===== src/rtl/acc.sv =====
// Step accumulator with wrap/saturate limit handling and a valid/ready output handshake.
// Holds its value under backpressure and freezes while disabled.
module acc (
    input  logic        ACC_clk,
    input  logic        ACC_reset,
    input  logic        ACC_init,
    input  logic        ACC_in_disable,
    input  logic [31:0] ACC_in_step,
    input  logic [31:0] ACC_in_limit,
    input  logic        ACC_in_mode,
    input  logic        ACC_out_ready,
    output logic [31:0] ACC_out_acc,
    output logic        ACC_out_valid,
    output logic        ACC_out_wrap,
    output logic        ACC_out_sat
);

    localparam int unsigned W = 32;

    typedef enum logic [1:0] {
        IDLE = 2'd0,
        RUN  = 2'd1,
        SAT  = 2'd2
    } state_t;

    state_t         state_q;
    state_t         state_d;
    logic [W-1:0]   acc_d;
    logic           valid_d;
    logic           wrap_d;
    logic           advance;
    logic [W:0]     sum;

    // Next-state and next-output logic; init overrides everything.
    always_comb begin
        state_d = state_q;
        acc_d   = ACC_out_acc;
        valid_d = ACC_out_valid;
        wrap_d  = 1'b0;
        sum     = {1'b0, ACC_out_acc} + {1'b0, ACC_in_step};
        advance = (state_q == RUN) && !ACC_in_disable && (!ACC_out_valid || ACC_out_ready);

        if (ACC_init) begin
            state_d = IDLE;
            acc_d   = W'(0);
            valid_d = 1'b0;
        end else begin
            case (state_q)
                IDLE: begin
                    acc_d   = W'(0);
                    valid_d = 1'b0;
                    if (!ACC_in_disable) begin
                        state_d = RUN;
                    end
                end
                RUN: begin
                    if (advance) begin
                        valid_d = 1'b1;
                        if (sum <= {1'b0, ACC_in_limit}) begin
                            acc_d = sum[W-1:0];
                        end else if (!ACC_in_mode) begin
                            acc_d  = W'(0);
                            wrap_d = 1'b1;
                        end else begin
                            acc_d   = ACC_in_limit;
                            state_d = SAT;
                        end
                    end else if (ACC_out_valid && ACC_out_ready) begin
                        valid_d = 1'b0;
                    end
                end
                SAT: begin
                    if (ACC_out_valid && ACC_out_ready) begin
                        valid_d = 1'b0;
                    end
                end
                default: begin
                    state_d = IDLE;
                    acc_d   = W'(0);
                    valid_d = 1'b0;
                end
            endcase
        end
    end

    // State and registered outputs.
    always_ff @(posedge ACC_clk or negedge ACC_reset) begin
        if (!ACC_reset) begin
            state_q       <= IDLE;
            ACC_out_acc   <= W'(0);
            ACC_out_valid <= 1'b0;
            ACC_out_wrap  <= 1'b0;
            ACC_out_sat   <= 1'b0;
        end else begin
            state_q       <= state_d;
            ACC_out_acc   <= acc_d;
            ACC_out_valid <= valid_d;
            ACC_out_wrap  <= wrap_d;
            ACC_out_sat   <= (state_d == SAT);
        end
    end

endmodule


===== config.mk =====
export PLATFORM = sky130hd
export DESIGN_NAME = acc
export DESIGN_NICKNAME = d
export VERILOG_FILES = /design/src/rtl/acc.sv
export SDC_FILE = /design/constraint.sdc
export NUM_CORES = 1
export LEC_CHECK = 0
export CORE_UTILIZATION = 52
export CTS_CLUSTER_DIAMETER = 150
export DETAILED_ROUTE_END_ITERATION = 10
export HOLD_SLACK_MARGIN = 0.15
export PLACE_DENSITY = 0.83
export SETUP_SLACK_MARGIN = 0.05
export SLEW_MARGIN = 40
export SYNTH_ARGS = -nofsm -noshare
export SYNTH_HDL_FRONTEND = slang
export SYNTH_SLANG_ARGS = --single-unit

===== constraint.sdc =====
create_clock -name ACC_clk -period 6 [get_ports ACC_clk]
set_input_delay 0.6 -clock ACC_clk [delete_from_list [all_inputs] [get_ports ACC_clk]]
set_output_delay 0.6 -clock ACC_clk [all_outputs]
set_load 0.01 [all_outputs]

==> run summary <==
Top-level I/O count - 105
Number of routed nets with antenna violations - 0
Critical path peak fanout - 11
Sum of negative setup slack - 0 ns
Port bufs - 104
Number of CTS-inserted buffers - 5
Worst vdd ir - 146 µV
LEAKAGE - 2.78 nW
Chip Width - 95.1 µm
Routed wire length - 12.5 mm
Synth top area share - 0.205
NumNets Final - 764
Number of global-route vias before repair - 4,291
Initial Utilization - 0.543
Number of diodes - 0
Average wire per standard cell - 17.1 µm
Seq pwr share - 0.288
CTS Sinks - 37
Chip Height - 95.1 µm
Vias per Instance - 6.02
Final Wtd Congestion - 0.978
EDFF count, synth - 0
Synth Cell Area - 4510 µm²
DRT Pass-1 Iters - 5
Sequential-to-total area share from yosys stat - 0.205
Syn. warnings - 0
Switching power - 0.000329 W
Leading cell type in the layout, fill and taps excluded - clkdlybuf4s50_1
Global route total overflow - 0
Worst path bufs/invs - 3
Final Critical Period - 5.47 ns
Post-CTS sizing - 0
CP dominant cell by count - ha_1
Hold Crit Class - in2async
Crit-path slowest cell - nor4_1
Post-CTS Setup Bufs - 0
RSZ-0062 raised after global routing - false
Clock root buffer - clkbuf_8
CP required - 6.18 ns
Reg-to-reg startpoint - ACC_out_acc[0]$_DFFE_PN0P_
Total of max-cap violations - 0
Number of synthesized register bits - 37
Layout fillers - 683
Cells after synthesis - 524
Number of remaining DRC errors - 0
Fin worst setup slack - 0.528 ns
Syn Area/Cell - 8.61 µm²
Post-synth top area cell - dfrtp_1
Crit path cell chain - clkdlybuf4s50_1 > ha_1 > inv_1 > fa_1 > nor2b_4 > o31a_1 > o311a_4 > o21ba_2 > o22a_4 > a31oi_4 > xnor2_1 > ha_1 > nand4_1 > nor4_1 > a41oi_1 > nand2_1 > o211ai_1 > a31oi_1 > o21a_4 > buf_4 > mux2_2 > a22o_1
Maximum clock path buffer count - 2
Leading cell types in the layout, fill and taps excluded - clkdlybuf4s50_1 (103), ha_1 (68), inv_1 (47)
Period utilization - 0.912
Ys flop type - dfrtp_1
FP Rows - 33
Fin. Hold Viols - 0
Mapped Nets - 663
CTS Hold Bufs - 0
Final HPWL DP - 9.69 mm
Slew @ Worst Pin - 0.609 ns
DIE AREA - 9050 µm²
Final Hold Slack - 0.271 ns
Crit path kind - in2reg
Netlist cell types - 71
Clock Skew - 0.0104 ns
Area Growth Syn to Fin - 27.1%
Endpoints failing setup - 0
Delay of the slowest critical-path stage - 0.46 ns
Startpoint Class - input port
CP arrival - 5.66 ns
Worst skew pair latency - 0.30 ns
Max-slew violation count - 0
Synth async-reset ratio - 1.00
First-pass GRT wire length - 20.0 mm
Share of cells above drive strength 1 - 0.0911
CP delay by family, top - compound AO/OA/AOI/OAI gates
Worst setup EP type - register
Crit path from - ACC_in_step[0]
CORE AREA - 8300 µm²
Critical path depth - 22
Reg clk slew, reported paths - 0.09 ns
Rel. slew slack - 0.589
Max frequency - 183 MHz
Pint - 0.000601 W
Gate power share - 0.459
Total number of vias - 4,400
H-tree depth - 2
Switching Fraction - 0.354
Pwr dens - 162 nW/µm²
Initial antenna violation count - 0
CTS tree - done
R2r worst-path depth - 21
Total track usage - 0.281
Top post-synthesis cells by area - dfrtp_1 (21%), ha_1 (19%), mux2_2 (4.7%)
Outcome - completed
1st-iter DRT viols - 261
Place WS - 0.272 ns
Clock power frac - 0.253
Largest net degree at the start of global routing - 39
## power groups by stage
stage / Sequential, W / Combinational (W) / Clock, W
6_report: 0.000268 / 0.000427 / 0.000236
3_3_place_gp: 0.000272 / 0.000411 / 0
5_1_grt: 0.000269 / 0.000466 / 0.000252
4_1_cts: 0.000268 / 0.000423 / 0.000242
3_5_place_dp: 0.000273 / 0.000419 / 0
2_1_floorplan: 0.000275 / 0.000285 / 0
## per-layer routing
| layer | vias to the layer above | global-route usage | share of wire |
|---|---|---|---|
| met5 | - | 0 | 0 |
| met4 | 0 | 0.0896 | 0.019 |
| met3 | 27 | 0.0431 | 0.065 |
| met2 | 161 | 0.485 | 0.47 |
| met1 | 2083 | 0.355 | 0.44 |
| li1 | 2129 | - | - |
## through the flow
stage,instance area [µm²],total power (W),cells,util
CTS,5730,0.000932,731,0.691
global placement,5620,0.000683,723,0.677
global route,5730,0.000986,731,0.691
detailed placement,5620,0.000692,723,0.677
floorplan,4510,0.000560,524,-
finish,5730,0.000930,731,0.691
## flip-flops by register name, summed over array words and instances, names as in the netlist
signal / flops
state_q: 2
ACC_out_wrap: 1
ACC_out_sat: 1
ACC_out_valid: 1
ACC_out_acc: 32
## synthesized netlist by cell type, drive strengths merged (15+ instances only)
master / n
ha: 68
a21oi: 35
a21o: 20
nand3: 15
nor2: 43
dfrtp: 37
o21ai: 24
a22o: 24
mux2: 20
inv: 47
nand2: 35
xnor2: 15
## logic make-up after synthesis
logic type      synth area share
mux                       0.0619
compound gates             0.269
fa+ha+maj                  0.193
xor+xnor                  0.0524
simple gates               0.153
flops                      0.205
buf+inv                   0.0655
## path summary, 6_finish.rpt
kind | endpoint | slack [ns]
min | ACC_out_acc[6]$_DFFE_PN0P_ | 0.27
max reg2reg | ACC_out_acc[2]$_DFFE_PN0P_ | 0.87
min reg2reg | ACC_out_acc[12]$_DFFE_PN0P_ | 0.54
min in group ACC_clk | ACC_out_acc[12]$_DFFE_PN0P_ | 0.54
max | ACC_out_acc[2]$_DFFE_PN0P_ | 0.53
max in group asynchronous | ACC_out_valid$_DFF_PN0_ | 5.36
## layout make-up
type,count,area [µm²],area share
multi-input combinational,423,3300,0.575
timing repair buffer,110,1080,0.189
sequential,37,926,0.161
inverter,48,180,0.0314
tap,105,131,0.0229
clock buffer,7,86.3,0.0151
clock inverter,1,30.0,0.00524
Note: power is estimated with default switching activity, not from simulation.
